[src/rtl/timer_pkg.sv]
// timer_pkg: register map, divider tables and bit positions shared by the
// programmable timer channel and its prescalers.
package timer_pkg;

  // Channel register offsets from BASE_ADDR.
  localparam logic [2:0] REG_CTRL_L   = 3'd0;
  localparam logic [2:0] REG_CTRL_H   = 3'd1;
  localparam logic [2:0] REG_PRESET_L = 3'd2;
  localparam logic [2:0] REG_PRESET_H = 3'd3;
  localparam logic [2:0] REG_PIVOT_L  = 3'd4;
  localparam logic [2:0] REG_PIVOT_H  = 3'd5;
  localparam logic [2:0] REG_COUNT_L  = 3'd6;
  localparam logic [2:0] REG_COUNT_H  = 3'd7;

  // CTRL_L / CTRL_H bit positions.
  localparam int CTRL_LOAD_BIT   = 1;
  localparam int CTRL_RUN_BIT    = 2;
  localparam int CTRL_MODE16_BIT = 7;
  localparam logic [7:0] CTRL_LOAD_MASK = 8'h02;

  // SCALE register: one 4-bit field per half, lo in [3:0], hi in [7:4].
  localparam int SCALE_FIELD_W = 4;
  localparam int SCALE_SEL_W   = 3;
  localparam int SCALE_EN_OFS  = 3;

  // Divider tables stored as (divider - 1): the largest osc1 divider is 4096,
  // which only fits 12 bits as a mask. Entry 0 is the rightmost element.
  localparam logic [7:0][11:0] OSC1_DIV_MASK = {
    12'd4095, 12'd1023, 12'd255, 12'd127, 12'd63, 12'd31, 12'd7, 12'd1
  };
  localparam logic [7:0][11:0] OSC2_DIV_MASK = {
    12'd127, 12'd63, 12'd31, 12'd15, 12'd7, 12'd3, 12'd1, 12'd0
  };

  // Divider mask for the selected oscillator source and divider select.
  function automatic logic [11:0] div_mask(input logic src_osc2, input logic [2:0] sel);
    return src_osc2 ? OSC2_DIV_MASK[sel] : OSC1_DIV_MASK[sel];
  endfunction

endpackage

[src/rtl/timer_prescaler.sv]
// timer_prescaler: oscillator source mux, 12-bit prescale counter and the
// divided half-tick output for one half of a timer channel.
module timer_prescaler
  import timer_pkg::*;
(
  input  logic       clk,
  input  logic       reset,
  input  logic       clk_ce,
  input  logic       osc1_tick,
  input  logic       osc2_tick,
  input  logic       src_osc2,
  input  logic       enable,
  input  logic [2:0] div_sel,
  output logic       tick
);

  logic [11:0] pcnt_reg;
  logic [11:0] mask;
  logic        src_tick;

  assign src_tick = src_osc2 ? osc2_tick : osc1_tick;
  assign mask     = div_mask(src_osc2, div_sel);

  // The half ticks on the source tick that completes a full divider period;
  // with mask 0 (divide by 1) every source tick qualifies.
  assign tick = clk_ce && enable && src_tick && ((pcnt_reg & mask) == mask);

  // Prescale counter: held at 0 while disabled, counts selected source ticks.
  always_ff @(posedge clk) begin
    if (clk_ce) begin
      if (reset || !enable) begin
        pcnt_reg <= '0;
      end else if (src_tick) begin
        pcnt_reg <= pcnt_reg + 12'd1;
      end
    end
  end

endmodule

[src/rtl/prog_timer.sv]
// prog_timer: one programmable timer channel with lo/hi 8-bit down-counters
// that can cascade into a single 16-bit counter.
// Optional feature: define PROG_TIMER_PIVOT_EN to make PIVOT_L/H writable and
// drive tout from a registered count <= pivot compare; otherwise tout is 0.
module prog_timer
  import timer_pkg::*;
#(
  parameter logic [23:0] SCALE_ADDR = 24'h2018,
  parameter logic [23:0] OSC_ADDR   = 24'h2019,
  parameter logic [23:0] BASE_ADDR  = 24'h2030
) (
  input  logic        clk,
  input  logic        reset,
  input  logic        clk_ce,
  input  logic        bus_write,
  input  logic [23:0] bus_address_in,
  input  logic [7:0]  bus_data_in,
  input  logic        osc1_tick,
  input  logic        osc2_tick,
  output logic [7:0]  bus_data_out,
  output logic [1:0]  irq_underflow,
  output logic        tout
);

  logic [7:0]  scale_reg;
  logic [1:0]  osc_reg;
  logic [7:0]  ctrl_l_reg;
  logic [7:0]  ctrl_h_reg;
  logic [7:0]  preset_l_reg;
  logic [7:0]  preset_h_reg;
  logic [7:0]  count_lo_reg;
  logic [7:0]  count_hi_reg;
  logic [7:0]  count_lo_next;
  logic [7:0]  count_hi_next;
  logic [1:0]  irq_reg;
  logic [1:0]  irq_next;
  logic [1:0]  half_tick;

  logic [23:0] chan_offset;
  logic        chan_hit;
  logic        scale_hit;
  logic        osc_hit;
  logic [2:0]  reg_idx;
  logic        wr_ctrl_l;
  logic        wr_ctrl_h;
  logic        lo_load;
  logic        hi_load;
  logic        mode16;
  logic        run_lo;
  logic        run_hi;
  logic [15:0] count16;
  logic [15:0] preset16;
  logic [7:0]  rd_data;

`ifdef PROG_TIMER_PIVOT_EN
  logic [7:0]  pivot_l_reg;
  logic [7:0]  pivot_h_reg;
  logic        tout_reg;
  assign tout = tout_reg;
`else
  assign tout = 1'b0;
`endif

  // Address decode: the channel window is 8 bytes starting at BASE_ADDR.
  assign chan_offset = bus_address_in - BASE_ADDR;
  assign chan_hit    = (chan_offset < 24'd8);
  assign reg_idx     = chan_offset[2:0];
  assign scale_hit   = (bus_address_in == SCALE_ADDR);
  assign osc_hit     = (bus_address_in == OSC_ADDR);

  assign mode16   = ctrl_l_reg[CTRL_MODE16_BIT];
  assign run_lo   = ctrl_l_reg[CTRL_RUN_BIT];
  assign run_hi   = ctrl_h_reg[CTRL_RUN_BIT];
  assign count16  = {count_hi_reg, count_lo_reg};
  assign preset16 = {preset_h_reg, preset_l_reg};

  assign wr_ctrl_l = bus_write && chan_hit && (reg_idx == REG_CTRL_L);
  assign wr_ctrl_h = bus_write && chan_hit && (reg_idx == REG_CTRL_H);

  // A CTRL_L load that also selects 16-bit mode loads both halves, so a single
  // write can set up, load and start the cascaded counter. CTRL_H loads only
  // act while the channel is in 8-bit mode.
  assign lo_load = wr_ctrl_l && bus_data_in[CTRL_LOAD_BIT];
  assign hi_load = (lo_load && bus_data_in[CTRL_MODE16_BIT]) ||
                   (wr_ctrl_h && bus_data_in[CTRL_LOAD_BIT] && !mode16);

  assign irq_underflow = irq_reg;
  assign bus_data_out  = rd_data;

  genvar gi;
  generate
    for (gi = 0; gi < 2; gi++) begin : g_pre
      timer_prescaler u_pre (
        .clk       (clk),
        .reset     (reset),
        .clk_ce    (clk_ce),
        .osc1_tick (osc1_tick),
        .osc2_tick (osc2_tick),
        .src_osc2  (osc_reg[gi]),
        .enable    (scale_reg[gi*SCALE_FIELD_W + SCALE_EN_OFS]),
        .div_sel   (scale_reg[gi*SCALE_FIELD_W +: SCALE_SEL_W]),
        .tick      (half_tick[gi])
      );
    end
  endgenerate

  // Next count and underflow pulse; a preset load always beats a coincident tick.
  always_comb begin
    count_lo_next = count_lo_reg;
    count_hi_next = count_hi_reg;
    irq_next      = 2'b00;
    if (mode16) begin
      if (lo_load || hi_load) begin
        if (lo_load) count_lo_next = preset_l_reg;
        if (hi_load) count_hi_next = preset_h_reg;
      end else if (half_tick[0] && run_lo) begin
        if (count16 == 16'd0) begin
          {count_hi_next, count_lo_next} = preset16;
          irq_next[1] = 1'b1;
        end else begin
          {count_hi_next, count_lo_next} = count16 - 16'd1;
        end
      end
    end else begin
      if (lo_load) begin
        count_lo_next = preset_l_reg;
      end else if (half_tick[0] && run_lo) begin
        if (count_lo_reg == 8'd0) begin
          count_lo_next = preset_l_reg;
          irq_next[0]   = 1'b1;
        end else begin
          count_lo_next = count_lo_reg - 8'd1;
        end
      end
      if (hi_load) begin
        count_hi_next = preset_h_reg;
      end else if (half_tick[1] && run_hi) begin
        if (count_hi_reg == 8'd0) begin
          count_hi_next = preset_h_reg;
          irq_next[1]   = 1'b1;
        end else begin
          count_hi_next = count_hi_reg - 8'd1;
        end
      end
    end
  end

  // Bus-writable configuration registers; the load strobe bit is never stored.
  always_ff @(posedge clk) begin
    if (clk_ce) begin
      if (reset) begin
        scale_reg    <= '0;
        osc_reg      <= '0;
        ctrl_l_reg   <= '0;
        ctrl_h_reg   <= '0;
        preset_l_reg <= '0;
        preset_h_reg <= '0;
`ifdef PROG_TIMER_PIVOT_EN
        pivot_l_reg  <= '0;
        pivot_h_reg  <= '0;
`endif
      end else if (bus_write) begin
        if (scale_hit) scale_reg <= bus_data_in;
        if (osc_hit)   osc_reg   <= bus_data_in[1:0];
        if (chan_hit) begin
          case (reg_idx)
            REG_CTRL_L:   ctrl_l_reg   <= bus_data_in & ~CTRL_LOAD_MASK;
            REG_CTRL_H:   ctrl_h_reg   <= bus_data_in & ~CTRL_LOAD_MASK;
            REG_PRESET_L: preset_l_reg <= bus_data_in;
            REG_PRESET_H: preset_h_reg <= bus_data_in;
`ifdef PROG_TIMER_PIVOT_EN
            REG_PIVOT_L:  pivot_l_reg  <= bus_data_in;
            REG_PIVOT_H:  pivot_h_reg  <= bus_data_in;
`endif
            default: ;
          endcase
        end
      end
    end
  end

  // Counters, underflow pulse and pivot output advance once per clk_ce; the
  // pulse register is rewritten every clk_ce so it lasts exactly one of them.
  always_ff @(posedge clk) begin
    if (clk_ce) begin
      if (reset) begin
        count_lo_reg <= '0;
        count_hi_reg <= '0;
        irq_reg      <= '0;
`ifdef PROG_TIMER_PIVOT_EN
        tout_reg     <= 1'b0;
`endif
      end else begin
        count_lo_reg <= count_lo_next;
        count_hi_reg <= count_hi_next;
        irq_reg      <= irq_next;
`ifdef PROG_TIMER_PIVOT_EN
        tout_reg     <= mode16 ? (count16 <= {pivot_h_reg, pivot_l_reg})
                               : (count_lo_reg <= pivot_l_reg);
`endif
      end
    end
  end

  // Combinational read-back; unmatched addresses return 0 for OR-combining.
  always_comb begin
    rd_data = 8'h00;
    if (scale_hit) begin
      rd_data = scale_reg;
    end else if (osc_hit) begin
      rd_data = {6'b000000, osc_reg};
    end else if (chan_hit) begin
      case (reg_idx)
        REG_CTRL_L:   rd_data = ctrl_l_reg;
        REG_CTRL_H:   rd_data = ctrl_h_reg;
        REG_PRESET_L: rd_data = preset_l_reg;
        REG_PRESET_H: rd_data = preset_h_reg;
`ifdef PROG_TIMER_PIVOT_EN
        REG_PIVOT_L:  rd_data = pivot_l_reg;
        REG_PIVOT_H:  rd_data = pivot_h_reg;
`endif
        REG_COUNT_L:  rd_data = count_lo_reg;
        REG_COUNT_H:  rd_data = count_hi_reg;
        default:      rd_data = 8'h00;
      endcase
    end
  end

endmodule
[config.mk]
export PLATFORM = sky130hd
export DESIGN_NAME = prog_timer
export DESIGN_NICKNAME = d
export VERILOG_FILES = /design/src/rtl/timer_pkg.sv /design/src/rtl/timer_prescaler.sv /design/src/rtl/prog_timer.sv
export SDC_FILE = /design/constraint.sdc
export NUM_CORES = 1
export LEC_CHECK = 0
export BUFFER_PORTS_ARGS = -buffer_cell sky130_fd_sc_hd__buf_2
export CORE_UTILIZATION = 58
export CTS_CLUSTER_DIAMETER = 30
export DETAILED_ROUTE_END_ITERATION = 10
export PLACE_DENSITY = 0.83
export SLEW_MARGIN = 20
export SYNTH_ARGS = -nofsm -noshare
export SYNTH_HDL_FRONTEND = slang
export SYNTH_HIERARCHICAL = 1
export SYNTH_SLANG_ARGS = --single-unit
[constraint.sdc]
create_clock -name clk -period 4.5 [get_ports clk]
set_clock_uncertainty 0.2 [all_clocks]
set_input_delay 0.9 -clock clk [delete_from_list [all_inputs] [get_ports clk]]
set_output_delay 0.9 -clock clk [all_outputs]
set_load 0.02 [all_outputs]
==> summary.txt <==
Job
  – Max-capacitance violation count: 0

Clocking
  – Buffer cell driving the clock tree root: clkbuf_8
  – Post-cts gate resize count: 0
  – Count of H-tree levels built during CTS: 3
  – TritonCTS Sinks: 82
  – CTS tree: built
  – Number of buffers inserted during clock tree synthesis: 9
  – Total setup buffers inserted after CTS: 0
  – Number of buffers between clock root and the deepest sink: 2
  – Source-to-sink clock delay at the later pin of the worst-skew pair: 0.36 ns
  – Clock slew at the register clock pins of the worst setup and hold paths: 0.09 ns
  – Hold-fix buffers, CTS: 0

Synthesis
  – Adder and majority gate portion of the synthesized area: 1.21%
  – Part of the Yosys area used for sequential elements: 47.6%
  – Seq cells post-synth: 82
  – Synthesized-area fraction occupied by xor and xnor cells: 6.43%
  – Syn_area_per_cell: 10.8 um^2
  – Dominant combinational cell family by area after synthesis: simple AND/OR/NAND/NOR gates
  – Ys Warns: 6
  – Most used DFF post-synth: edfxtp_1
  – Synthesized netlist cell count: 479
  – Distinct cell type count after synthesis: 77
  – Complex-gate fraction of the synthesized area: 12.0%
  – Synth Net Count: 522
  – Number of enable-type register cells in the synthesized netlist: 82
  – Proportion of synthesized flip-flops having asynchronous set or reset: 0%
  – Area of the mapped netlist: 0.00518 mm^2
  – Fraction of synthesized area in multiplexers: 8.61%
  – Post-Synth Simple-Gate Area: 20.9%

Floorplanning
  – I/O Pins: 49
  – Effective utilization at floorplan: 59.6%
  – Area of the die: 0.00931 mm^2
  – Die width: 96.5 um
  – Row count: 34
  – Core area: 0.00868 mm^2
  – Die height: 96.5 um

Worst setup path
  – Depth of the worst register-to-register path: 8
  – Req. time, crit path: 3.40 ns
  – Crit Path Max Fanout: 4
  – Type of destination of the critical path: output port
  – Worst r2r dst: count_lo_reg[0]
  – Startpoint type of the worst setup path: input port
  – Kind of critical path: input port to output port
  – Worst reg2reg setup slack: 1.31 ns
  – Launching point of the worst reg2reg path: count_hi_reg[0]
  – Signal arrival time at the worst endpoint: 2.98 ns

Hold path
  – Critical hold path startpoint: preset_l_reg[5]
  – Min-Delay Path Depth: 2
  – End point of the most critical hold path: count_lo_reg[5]
  – HP Class: flip-flop to flip-flop

Finish
  – Area delta synth->final: 9.62%
  – Most common library cell in the layout ignoring fill and taps: edfxtp_1
  – Nets: 571
  – Number of antenna diodes: 0
  – Total of fill cells in the finished design: 694
  – Flip-flop count of the largest register, all copies and words added: 24
  – Most used cells in the layout excluding fill and tap cells: edfxtp_1 (82), buf_2 (47), nand2_1 (44), nor2_1 (42), mux2i_1 (31)
  – Share of layout cells above drive strength 1: 20.3%
  – Final standard cell utilization of the core: 65.4%

STA
  – Hold Worst Slack: 0.415 ns
  – Max-slew violation count: 0
  – Shortest period the worst path allows: 4.08 ns
  – Max Freq: 245 MHz
  – Number of setup violations in the final report: 0
  – Tightest Pin Transition: 1.17 ns
  – Unrepaired setup endpoints after global routing: false
  – Slew margin rel.: 21.0%
  – Fraction of the cycle the final worst path needs: 90.6%
  – Post-route setup TNS: 0 ns
  – Count of final hold-check violations: 0

Run status
  – Outcome: completed

GRT
  – Wire length of the first global-routing pass: 19300 um
  – Maximum number of pins on one net before global-route repair: 30
  – Number of global-route vias before repair: 3889
  – Total grt overflow: 0
  – Initial antenna violation count: 0
  – Total routing usage reported by global routing: 28.0%

Detailed routing
  – Average wire length per cell after detail routing: 19.1 um
  – Total routed wirelength: 12200 um
  – Post-DRT Antenna Nets: 0
  – Avg Vias per Cell: 6.37
  – Via count: 4084
  – Pre-antenna DRT Iters: 5
  – Number of DRC markers in iteration 0: 288
  – Post-route DRC: 0

Power and ir drop
  – IR Drop Worst-Case VDD: 0.220 mV
  – Leakage: 2.02 nW
  – Power Density: 294 mW/mm^2

Place
  – Port-buffer cells: 47
  – Final GP Congestion: 0.915
  – HPWL Detailed: 8910 um
worst max-delay path, stage by stage:
cell,delay [ns]
buf_2,0.10
nor4_1,0.46
a21oi_1,0.15
o22a_1,0.29
nor3_2,0.37
o21ai_0,0.25
o21ai_0,0.24
buf_2,0.20
cells in the mapped netlist, drive strengths merged (5+ instances only):
cell type,count,share of area [%]
a21boi,5,0.73
a21oi,18,1.8
and2,5,0.63
and3,7,0.85
buf,9,1.3
clkbuf,8,0.77
edfxtp,82,48
ha,5,1.2
inv,13,0.94
mux2i,31,6.0
mux4,6,2.6
nand2,45,3.3
nand3,13,1.4
nand4,10,1.2
nor2,43,3.2
nor2b,22,2.7
nor3,11,1.3
nor4,11,1.7
nor4b,5,0.97
o21ai,20,2.2
o22ai,9,1.1
or2,5,0.60
xnor2,16,2.7
xor2,22,3.7
through the flow:
stage	total power [mW]	area, um^2	cells	worst slack [ns]
after global routing	1.72	5670	641	0.310
after CTS	1.67	5670	641	0.476
after detailed placement	1.19	5500	625	0.490
after floorplan	1.11	5180	479	0.640
after global placement	1.18	5500	625	0.570
final	1.67	5670	641	0.424
kinds of logic (layout without fill, tap and decap cells):
group / Yosys count / count (layout)
AO/OA/AOI/OAI: 89 / 89
XOR/XNOR: 38 / 38
adder cells (fa/ha/maj): 5 / 5
buffers and inverters: 31 / 85
flip-flops: 82 / 82
multiplexers: 37 / 37
other: 1 / 1
AND/OR/NAND/NOR: 196 / 196
report_power, final:
part           internal [mW]  switching, mW
clock network          0.203          0.287
registers              0.901         0.0611
logic                 0.0948          0.122
total                   1.20          0.470
worst max path at each step:
stage / cells after the start / to / start
after detailed placement: 8 / bus_data_out[2] / bus_address_in[11]
after CTS: 8 / bus_data_out[2] / bus_address_in[11]
after global placement: 7 / bus_data_out[7] / bus_address_in[11]
after floorplan: 6 / bus_data_out[2] / bus_address_in[11]
final: 8 / bus_data_out[2] / bus_address_in[11]
after global routing: 8 / bus_data_out[2] / bus_address_in[11]
metal layers:
| metal | vias to the layer above | global-route usage, % | share of wire (%) |
|---|---|---|---|
| li1 | 1905 | - | - |
| met1 | 1987 | 38.7 | 44 |
| met2 | 169 | 45.0 | 47 |
| met3 | 23 | 3.76 | 6.5 |
| met4 | 0 | 10.5 | 2.4 |
| met5 | - | 0 | 0 |
layout make-up:
type	count	area (um^2)	area share (%)
tap	108	135	2.38
sequential	82	2460	43.4
inverter	13	48.8	0.860
clock buffer	9	124	2.18
multi-input combinational	366	2550	44.9
clock inverter	7	52.6	0.926
timing repair buffer	56	303	5.34
Note: power is estimated with default switching activity, not from simulation.
